[config.mk]
export PLATFORM = sky130hd
export DESIGN_NAME = ebox_mbox_req
export DESIGN_NICKNAME = d
export VERILOG_FILES = /design/src/rtl/ebox_mbox_req.sv
export SDC_FILE = /design/constraint.sdc
export NUM_CORES = 1
export LEC_CHECK = 0
export BUFFER_PORTS_ARGS = -buffer_cell sky130_fd_sc_hd__buf_2
export CAP_MARGIN = 40
export CORE_ASPECT_RATIO = 0.9
export CORE_MARGIN = 2
export CORE_UTILIZATION = 47
export CTS_CLUSTER_DIAMETER = 40
export DETAILED_ROUTE_END_ITERATION = 7
export PLACE_DENSITY = 0.77
export SLEW_MARGIN = 10
export SYNTH_ARGS = -nofsm -noshare
export SYNTH_HDL_FRONTEND = slang
export SYNTH_SLANG_ARGS = --single-unit
[constraint.sdc]
create_clock -name eboxClk -period 2.3 [get_ports eboxClk]
set_clock_uncertainty 0.15 [all_clocks]
set_input_delay 0.115 -clock eboxClk [delete_from_list [all_inputs] [get_ports eboxClk]]
set_output_delay 0.115 -clock eboxClk [all_outputs]
set_load 0.005 [all_outputs]
[src/rtl/ebox_mbox_req.sv]
// ebox_mbox_req: turns one EBOX memory cycle into the MBOX request handshake.
// A retry limit and a response timeout bound every cycle.
// Optional feature macro: EBOX_MBOX_PARITY_EN (odd parity on the cache data bus).
module ebox_mbox_req #(
    parameter int unsigned TIMEOUT   = 255,
    parameter int unsigned MAX_RETRY = 15
) (
    input  logic        eboxClk,
    input  logic        eboxReset,
    input  logic        reqValid,
    input  logic        reqRead,
    input  logic        reqWrite,
    input  logic [22:0] reqVMA,
    input  logic [35:0] reqWData,
    output logic        reqBusy,
    output logic        respValid,
    output logic [35:0] respData,
    output logic        respErr,
    output logic        eboxReq,
    output logic [22:0] mboxVMA,
    output logic        mboxRead,
    output logic        mboxWrite,
    output logic [35:0] cacheDataWrite,
    input  logic        cshEBOXT0,
    input  logic        cshEBOXRetry,
    input  logic        mboxRespIn,
    input  logic [35:0] cacheDataRead,
    input  logic        nxmErr
`ifdef EBOX_MBOX_PARITY_EN
    ,
    input  logic        cacheParRead,
    output logic        cacheParWrite
`endif
);

    localparam int unsigned TW = $clog2(TIMEOUT + 1);
    localparam int unsigned RW = $clog2(MAX_RETRY + 1);

    typedef enum logic [2:0] {
        S_IDLE,
        S_REQ,
        S_WAIT,
        S_ERR,
        S_DONE
    } state_t;

    state_t        state_q, state_d;
    logic [TW-1:0] tmo_q, tmo_d, tmo_inc;
    logic [RW-1:0] rty_q, rty_d, rty_inc;
    logic          err_q, err_d;
    logic          tmo_hit;
    logic          par_ok;

    logic          busy_q, busy_d;
    logic          rv_q, rv_d;
    logic          rerr_q, rerr_d;
    logic [35:0]   rdata_q, rdata_d;
    logic          ereq_q, ereq_d;
    logic [22:0]   vma_q, vma_d;
    logic          rd_q, rd_d;
    logic          wr_q, wr_d;
    logic [35:0]   wdata_q, wdata_d;
`ifdef EBOX_MBOX_PARITY_EN
    logic          wpar_q, wpar_d;
`endif

    // Read-data acceptance: odd parity over data plus parity bit when enabled
`ifdef EBOX_MBOX_PARITY_EN
    assign par_ok = ^{cacheDataRead, cacheParRead};
`else
    assign par_ok = 1'b1;
`endif

    // Saturating counter increments; timeout fires once TIMEOUT cycles were spent in REQ/WAIT
    always_comb begin
        tmo_inc = (tmo_q == TW'(TIMEOUT))   ? tmo_q : tmo_q + TW'(1);
        rty_inc = (rty_q == RW'(MAX_RETRY)) ? rty_q : rty_q + RW'(1);
        tmo_hit = (tmo_inc == TW'(TIMEOUT));
    end

    // Next-state, counter, latch and registered-output computation
    always_comb begin
        state_d = state_q;
        tmo_d   = tmo_q;
        rty_d   = rty_q;
        err_d   = err_q;
        rdata_d = rdata_q;
        vma_d   = vma_q;
        rd_d    = rd_q;
        wr_d    = wr_q;
        wdata_d = wdata_q;
`ifdef EBOX_MBOX_PARITY_EN
        wpar_d  = wpar_q;
`endif
        case (state_q)
            S_IDLE: begin
                if (reqValid) begin
                    vma_d   = reqVMA;
                    rd_d    = reqRead;
                    wr_d    = reqWrite;
                    wdata_d = reqWData;
`ifdef EBOX_MBOX_PARITY_EN
                    wpar_d  = ~^reqWData;
`endif
                    tmo_d   = '0;
                    rty_d   = '0;
                    if (reqRead ^ reqWrite) begin
                        state_d = S_REQ;
                    end else begin
                        state_d = S_DONE;
                        err_d   = 1'b1;
                    end
                end
            end
            S_REQ: begin
                tmo_d = tmo_inc;
                if (nxmErr) begin
                    state_d = S_ERR;
                end else if (cshEBOXRetry) begin
                    rty_d = rty_inc;
                    if ((rty_inc == RW'(MAX_RETRY)) || tmo_hit) begin
                        state_d = S_ERR;
                    end
                end else if (cshEBOXT0) begin
                    state_d = rd_q ? S_WAIT : S_DONE;
                end else if (tmo_hit) begin
                    state_d = S_ERR;
                end
            end
            S_WAIT: begin
                tmo_d = tmo_inc;
                if (nxmErr) begin
                    state_d = S_ERR;
                end else if (mboxRespIn) begin
                    rdata_d = cacheDataRead;
                    state_d = S_DONE;
                    if (!par_ok) begin
                        err_d = 1'b1;
                    end
                end else if (tmo_hit) begin
                    state_d = S_ERR;
                end
            end
            S_ERR: begin
                err_d   = 1'b1;
                state_d = S_DONE;
            end
            S_DONE: begin
                tmo_d   = '0;
                rty_d   = '0;
                err_d   = 1'b0;
                state_d = S_IDLE;
            end
            default: begin
                state_d = S_IDLE;
            end
        endcase

        busy_d = (state_d != S_IDLE);
        rv_d   = (state_d == S_DONE);
        rerr_d = (state_d == S_DONE) && err_d;
        ereq_d = (state_d == S_REQ);
    end

    // State and output registers with synchronous reset
    always_ff @(posedge eboxClk) begin
        if (eboxReset) begin
            state_q <= S_IDLE;
            tmo_q   <= '0;
            rty_q   <= '0;
            err_q   <= 1'b0;
            busy_q  <= 1'b0;
            rv_q    <= 1'b0;
            rerr_q  <= 1'b0;
            rdata_q <= '0;
            ereq_q  <= 1'b0;
            vma_q   <= '0;
            rd_q    <= 1'b0;
            wr_q    <= 1'b0;
            wdata_q <= '0;
`ifdef EBOX_MBOX_PARITY_EN
            wpar_q  <= 1'b0;
`endif
        end else begin
            state_q <= state_d;
            tmo_q   <= tmo_d;
            rty_q   <= rty_d;
            err_q   <= err_d;
            busy_q  <= busy_d;
            rv_q    <= rv_d;
            rerr_q  <= rerr_d;
            rdata_q <= rdata_d;
            ereq_q  <= ereq_d;
            vma_q   <= vma_d;
            rd_q    <= rd_d;
            wr_q    <= wr_d;
            wdata_q <= wdata_d;
`ifdef EBOX_MBOX_PARITY_EN
            wpar_q  <= wpar_d;
`endif
        end
    end

    assign reqBusy        = busy_q;
    assign respValid      = rv_q;
    assign respErr        = rerr_q;
    assign respData       = rdata_q;
    assign eboxReq        = ereq_q;
    assign mboxVMA        = vma_q;
    assign mboxRead       = rd_q;
    assign mboxWrite      = wr_q;
    assign cacheDataWrite = wdata_q;
`ifdef EBOX_MBOX_PARITY_EN
    assign cacheParWrite  = wpar_q;
`endif

endmodule
### After elaboration in Yosys (flattened, before gate mapping)

Index checks and enable logic that the tools add are counted.

| word-level totals | value |
|---|---|
| bits in registers | 117 |
| input bits | 104 |
| output and inout bits | 101 |
| logic and storage cells | 63 |

| operators by class | value |
|---|---|
| add/sub/neg operators | 2 |
| equality and inequality tests | 13 |
| mux-type cells | 22 |
| bitwise gates (word level) | 2 |
| reductions and logical operators | 11 |

Operator list:

| kind | count |
|---|---|
| two-way mux 3 bit | 10 |
| one-hot mux 8 bit (3 select lines) | 1 |
| == test 8 bit (second input constant) | 2 |
| two-way mux 4 bit | 4 |
| two-way mux 8 bit | 2 |
| one-hot mux 3 bit (4 select lines) | 1 |
| one-hot mux 4 bit (3 select lines) | 1 |
| nonzero test 3 bit | 3 |
| adder 8 x 1 -> 8 bit (second input constant) | 1 |
| == test 4 bit (second input constant) | 2 |
| == test 3 x 1 -> 1 bit (second input constant) | 2 |
| == test 3 x 2 -> 1 bit (second input constant) | 2 |
| == test 3 bit (second input constant) | 2 |
| inequality test 2 bit (second input constant) | 3 |
| adder 4 x 1 -> 4 bit (second input constant) | 1 |
| AND reduction 2 bit | 2 |
| AND reduction 4 bit | 1 |
| logical NOT 3 bit | 1 |
| one-hot mux 1 bit (3 select lines) | 1 |
| AND reduction 3 bit | 1 |
| two-way mux 1 bit | 2 |
| OR reduction 2 bit | 1 |
| logical AND 1 bit | 1 |
| logical OR 1 bit | 1 |
| 2 further kinds | 2 |

### Longest topological paths before layout

Gate-level depths: netlist (run 1).

| depth | value |
|---|---|
| depth in word-level cells | 10 |
| mapped depth | 7 |
| depth with buffers taken out | 6 |

### Least setup slack after synthesis (run 1)

OpenSTA, ideal clock, no wires.

| path | value |
|---|---|
| path kind | register to register |
| from | register tmo_q[0] |
| to | register ereq_q, in the netlist eboxReq |
| setup time | 0.103 ns |
| data arrival time | 1.750 ns |
| data required time | 2.047 ns |
| path slack | 0.296 ns |
| cell stages (with the launch flop) | 8 |
| buffers on the path | 1 |
| period minus slack after synthesis | 2.004 ns |
| cells stage by stage | dfxtp_1 > ha_1 > and3_1 > buf_2 > and3_2 > a32oi_1 > o211ai_1 > a2111oi_2 |

| on the way | value |
|---|---|
| longest elaborated chain between the ends | 9 |
| elaborated cells between the ends (all ways) | 14 |
| those cells by class | add/sub (1); eq/ne (3); mux (9); reduce/logical (1) |

RTL lines:

| element | RTL line | source |
|---|---|---|
| from (decl) | 48 | `logic [TW-1:0] tmo_q, tmo_d, tmo_inc;` |
| from (signal assigned) | 186 | `tmo_q <= tmo_d;` |
| adder 8 x 1 -> 8 bit or == test 8 bit (tied branches) | 76 | `tmo_inc = (tmo_q == TW'(TIMEOUT)) ? tmo_q : tmo_q + TW'(1);` |
| two-way mux 8 bit * | 76 |  |
| == test 8 bit * | 78 | `tmo_hit = (tmo_inc == TW'(TIMEOUT));` |
| two-way mux 3 bit or logical OR 1 bit (tied branches) | 126, 140, 121 |  |
| two-way mux 3 bit (on tied branches) | 124, 121 |  |
| two-way mux 3 bit | 119 | `end else if (cshEBOXRetry) begin` |
| two-way mux 3 bit | 117 | `if (nxmErr) begin` |
| one-hot mux 3 bit (4 select lines) * | 95 | `case (state_q)` |
| == test 3 x 1 -> 1 bit * | 162 | `ereq_d = (state_d == S_REQ);` |
| to (signal assigned) | 193 | `ereq_q <= ereq_d;` |
| to (decl) | 58 | `logic ereq_q, ereq_d;` |

Every way passes the cells marked *; elsewhere a longest branch is shown, timed or not.
A chain may end at the register's enable or synchronous reset.

### Final worst setup path (run 1)

| path | value |
|---|---|
| from | register state_q[2] |
| to | register wdata_q[31], in the netlist cacheDataWrite[31] |

| on the way | value |
|---|---|
| longest elaborated chain between the ends | 2 |

RTL lines:

| element | RTL line | source |
|---|---|---|
| from (decl) | 47 | `state_t state_q, state_d;` |
| from (signal assigned) | 185 | `state_q <= state_d;` |
| logical NOT 3 bit | 95 |  |
| AND reduction 2 bit (no source line) | -- |  |
| to (signal assigned) | 197 | `wdata_q <= wdata_d;` |
| to (decl) | 62 | `logic [35:0] wdata_q, wdata_d;` |

No other way between the ends.

==> out/qor.yml, run 1 <==
die_h_um: 97.3
clockPowerShare_pct: 49.1
fmax_mhz: 468
placed_cells: 865
min_path_type: "in2reg"
period_share_pct: 93.0
yosys_most_used_dff: "dfxtp_1"
cts_buffers: 17
clk_path_buf_depth: 2
drt-met1-wl_um: 6050
grt_pass1_vias: 4906
rows: 34
hold_viol_final: 0
grt_usage_pct: 27.8
report.final.setup_viol: 0
cp_data_arrival_time_ns: 2.36
cts_setup_buffers: 0
start_util_pct: 47.7
synthArstFlopShare_pct: 0
cp-end-kind: "flip-flop"
clkSlewWorstSetupHoldPaths_ns: 0.06
synth_area_sq_mm: 0.00455
drtAntennaViolNets: 0
rsz0062_at_grt: "false"
worst_setup_path_start_kind: "flip-flop"
cp_data_required_time_ns: 2.53
synth_area_leaders: "dfxtp_1 (52%), nand2_1 (17%), a21oi_1 (12%)"
report.power.total_mw: 5.63
yosysUniqueCellTypes: 50
wl_per_cell_um: 14.7
slew_viol_final: 0
viasPerCell: 5.17
power.internal_mw: 4.31
synth.most_common_cell: "nand2_1"
whs_ns: 0.0757
avgSynthCellArea_sq_um: 8.02
synth_edf_count: 0
area_growth_pct: 60.2
worst_pin_slew_ns: 0.621
antenna_cells: 0
worstHoldPathCells: 4
drt_iter0_drc: 365
rr_worst_depth: 4
clk_latency_ns: 0.49
setup_tns_ns: 0
p_per_area_mw_per_mm2: 773
min_period_ns: 2.14
grt_antenna_before_repair: 0
final_cells: 998
ir_worst_vdd_mv: 0.477
p_seq_share_pct: 38.8
worst-r2r-setup-slack_ns: 0.16
yosysWarnings: 0
numPortBuffers: 204
synthCells: 567
grt_max_degree: 62
drc_errors: 0
cts_max_level: 4
drive_gt1_share_pct: 29.7
clock-sinks: 117
combPwrFrac_pct: 12.1
dr.pass1.iters: 5
wl_met2_um: 6820
post-place-ws_ns: 0.174
grt_pass1_wl_um: 23500
top_layer: "met4"
die-area_sq_mm: 0.0105
status: "complete, no violations"
p_sw_mw: 1.32
grt-ovfl-total: 0
fp.dieW_um: 108
clockRootBuffer: "clkbuf_8"
max-cap-violations: 0
ys_ff_latch: 117
relSlewSlack_pct: 58.5
dp_hpwl_um: 8170
syn_nets: 673
dr_wl_met3_um: 1450
critical_path_class: "reg2reg"
io_pins: 205
power_switching_share_pct: 23.4
synth_top_area_share_pct: 51.5
cts_tree: "done"
routabilityCongestion: 0.809
core_area_sq_mm: 0.00953
critPathMaxFanout: 54
p_leak_nw: 3.24
netlist.top_cell.by_area: "dfxtp_1"
vias: 5157
synth-seq-area-share_pct: 51.5
wirelength_um: 14600
synthTopCellsByCount: "nand2_1 (205), dfxtp_1 (117), a21oi_1 (111)"
worst_slack_ns: 0.162
nets: 965
## power groups by stage
| stage | Sequential (mW) | Combinational, mW | Clock, mW |
|---|---|---|---|
| 2_1_floorplan | 2.22 | 0.278 | 0 |
| 3_3_place_gp | 2.21 | 0.511 | 0 |
| 3_5_place_dp | 2.22 | 0.527 | 0 |
| 4_1_cts | 2.18 | 0.660 | 2.80 |
| 5_1_grt | 2.19 | 0.745 | 2.92 |
| 6_report | 2.18 | 0.681 | 2.77 |
## cell usage in the layout (no fill, tap or decap), drive strengths merged, types with 3 or more instances in the layout
| master | n |
|---|---|
| nor2 | 12 |
| nand2 | 206 |
| nor2b | 4 |
| dfxtp | 117 |
| a21oi | 111 |
| buf | 212 |
| and3 | 6 |
| nand3 | 5 |
| nand2b | 4 |
| xnor2 | 3 |
| o21ai | 11 |
| dlygate4sd3 | 101 |
| a211oi | 3 |
| nor3 | 6 |
| clkbuf | 20 |
| clkinv | 6 |
| bufinv | 4 |
## critical path, stage by stage (launching register included)
cell     delay [ns]
dfxtp_1        0.47
or4b_2         0.78
buf_4          0.33
nand2_1        0.18
a21oi_1        0.09
## sequential cells by signal, summed over array words and instances, names as in the netlist, 3 cells and up
register,count
mboxVMA,23
rty_q,4
respData,36
tmo_q,8
state_q,3
cacheDataWrite,36
## area by class of cell
type                    instances  area (sq um)
flip-flops and latches        117          2340
fillers                       629          2250
repair buffers                313          2120
multi-input cells             410          2030
clock buffers                  20           455
clock inverters                12           176
well taps                     126           158
## cells by family after synthesis
group	after synthesis	share of synthesized area (%)
compound gates	143	17.9
xor+xnor	5	0.963
fa+ha+maj	2	0.550
buf+inv	40	3.91
flops	117	51.5
simple gates	260	25.2
## stage by stage
| step | util [%] | instance area [sq um] |
|---|---|---|
| after floorplan | - | 4550 |
| after global placement | 59.2 | 5640 |
| after detailed placement | 59.2 | 5640 |
| after CTS | 76.4 | 7280 |
| after global routing | 76.4 | 7280 |
| final | 76.4 | 7280 |
## path summary, 6_finish.rpt
| check | startpoint | to |
|---|---|---|
| max | state_q[2] | cacheDataWrite[31] |
| min | cshEBOXT0 | reqBusy |
| max reg2reg | state_q[2] | cacheDataWrite[31] |
| min reg2reg | mboxVMA[14] | mboxVMA[14] |
## layer usage
layer	GRT usage (%)	up-vias
met4	10.7	0
met1	33.4	2353
met3	9.12	37
met5	0	-
met2	46.0	280
li1	-	2487
## what timing repair did
item                                    4_1_cts  5_1_grt
endpoints found under the setup margin        0        1
hold endpoints to repair                    101        0
gates resized for setup                       0        1
hold buffers                                101        0
Note: power is estimated with default switching activity, not from simulation.
==> inputs of run 2 (changes only) <==
BUFFER_PORTS_ARGS = not set   (was -buffer_cell sky130_fd_sc_hd__buf_2)
CORE_UTILIZATION = 45   (was 47)
DONT_BUFFER_PORTS = 1   (was not set)
MAX_ROUTING_LAYER = met4   (was not set)
PLACE_DENSITY = 0.57   (was 0.77)
==> out/qor.yml, run 2 (synthesis results as in run 1) <==
hold_viol_final: 117  # +117
drt_iter0_drc: 171  # -53%
die_h_um: 99.4  # +2.1%
slew_viol_final: 0  # unchanged
crit_chain: "ha_2 -> and3_1 -> and3_2 -> a32oi_1 -> nand2b_1 -> a2111oi_2"
clk_latency_ns: 0.51  # +0.02 ns
min_period_ns: 2.15  # +0.0154 ns
cp_data_arrival_time_ns: 2.40  # +0.04 ns
multi_input_area_sq_mm: 0.00203  # about the same
core_area_sq_mm: 0.00974  # +2.2%
nets: 658  # -32%
rows: 34  # unchanged
fp.dieW_um: 110  # +2.1%
grt_max_degree: 118  # +90%
clock-sinks: 117  # unchanged
critPathMaxFanout: 7  # -87%
crit_slowest_cell: "dfxtp_1"
grt-ovfl-total: 0  # unchanged
wirelength_um: 10800  # -26%
vias: 3716  # -28%
grt_pass1_wl_um: 16600  # -29%
rsz0062_at_grt: "false"
cts_tree: "done"
cp-end-kind: "flip-flop"
fmax_mhz: 464  # -0.72%
grt_usage_pct: 19.8  # -8.0 points
cts_max_level: 4  # unchanged
p_leak_nw: 1.83  # -43%
die-area_sq_mm: 0.0109  # +4.3%
io_pins: 205  # unchanged
drtAntennaViolNets: 0  # unchanged
area_growth_pct: 13.8
cpPeakStageDelay_ns: 0.44  # -0.34 ns
min_path_type: "in2reg"
whs_ns: -0.472  # -0.547 ns
grt_antenna_before_repair: 0  # unchanged
period_share_pct: 93.6  # +0.67 points
antenna_cells: 0  # unchanged
placed_cells: 659  # -24%
clk_path_buf_depth: 2  # unchanged
worst_setup_path_start_kind: "flip-flop"
final_common_cell: "nand2_1"
cp_data_required_time_ns: 2.54  # about the same
setup_tns_ns: 0  # unchanged
violations: "negative hold slack"
fillers: 911  # +45%
relSlewSlack_pct: 56.0  # -2.5 points
placed_area_sq_mm: 0.00459  # -19%
final_cells: 691  # -31%
routabilityCongestion: 0.837  # +3.5%
postLayoutCellArea_sq_mm: 0.00517  # -29%
drc_errors: 0  # unchanged
start_util_pct: 46.7  # -1.0 points
cts_buffers: 17  # unchanged
clkSlewWorstSetupHoldPaths_ns: 0.06  # about the same
mostFrequentLayoutCells: "nand2_1 (205), dfxtp_1 (117), a21oi_1 (111)"
drive_gt1_share_pct: 9.20  # -20 points
critical_path_class: "reg2reg"
regArea_sq_mm: 0.00234  # unchanged
viasPerCell: 5.38  # +4.1%
dr.pass1.iters: 4  # -1
numPortBuffers: 0  # -100%
grt_pass1_vias: 3583  # -27%
ir_worst_vdd_mv: 0.576  # +21%
p_per_area_mw_per_mm2: 982  # +27%
post-route-util_pct: 53.1  # -23 points
report.final.setup_viol: 0  # unchanged
status: "finished, violations left"
cts_setup_buffers: 0  # unchanged
worst_pin_slew_ns: 0.658  # +0.0374 ns
dp_hpwl_um: 7070  # -13%
wl_per_cell_um: 15.6  # +6.6%
clockRootBuffer: "clkbuf_8"
max-cap-violations: 0  # unchanged
[run 2: worst paths after layout]
| kind | slack, ns | from | depth (start not counted) | to |
|---|---|---|---|---|
| worst min register to register | 0.32 | mboxVMA[12] | 2 | mboxVMA[12] |
| worst max-delay path | 0.15 | tmo_q[0] | 6 | eboxReq |
| worst min-delay path | -0.47 | eboxReset | 1 | mboxVMA[12] |
| worst max register to register | 0.15 | tmo_q[0] | 6 | eboxReq |
[run 2: critical path: cells and delay by family (launching register included)]
kind / cells / cell delay [ns]
DFF: 1 / 0.44
AOI/OAI and AO/OA: 2 / 0.46
and+or+nand+nor: 3 / 0.73
adders and majority gates: 1 / 0.26
[run 2: layout make-up]
| type | instances | area share (%) |
|---|---|---|
| clock buffer | 18 | 8.08 |
| timing repair buffer | 6 | 1.11 |
| multi-input combinational | 410 | 39.3 |
| clock inverter | 14 | 3.22 |
| tap | 126 | 3.05 |
| sequential | 117 | 45.3 |
[run 2: timing repair]
item	CTS	global route
endpoints found under the hold margin	117	117
endpoints found under the setup margin	0	1
gates resized for setup	0	1
[run 2: metrics by stage]
| stage | hold slack [ns] | worst slack (ns) | power (mW) |
|---|---|---|---|
| after floorplan | 0.101 | 0.296 | 2.50 |
| after global placement | 0.0420 | 0.257 | 2.54 |
| after detailed placement | 0.0445 | 0.147 | 2.55 |
| after global routing | -0.498 | 0.0103 | 5.29 |
| after CTS | -0.500 | 0.128 | 5.15 |
| final | -0.472 | 0.146 | 5.08 |
[run 2: report_power, final]
| group | internal [mW] | total, mW | switching [mW] | leakage [nW] |
|---|---|---|---|---|
| registers | 2.12 | 2.21 | 0.0818 | 0.954 |
| logic | 0.110 | 0.296 | 0.186 | 0.594 |
| clock network | 1.57 | 2.58 | 1.01 | 0.283 |
| total | 3.81 | 5.08 | 1.27 | 1.83 |
[run 2: metal layers]
layer | part of all wire, % | GRT usage (%) | vias up
li1 | - | - | 1877
met1 | 41 | 22.1 | 1678
met2 | 47 | 31.4 | 145
met3 | 10 | 7.54 | 16
met4 | 1.6 | 8.76 | 0
met5 | 0 | - | -
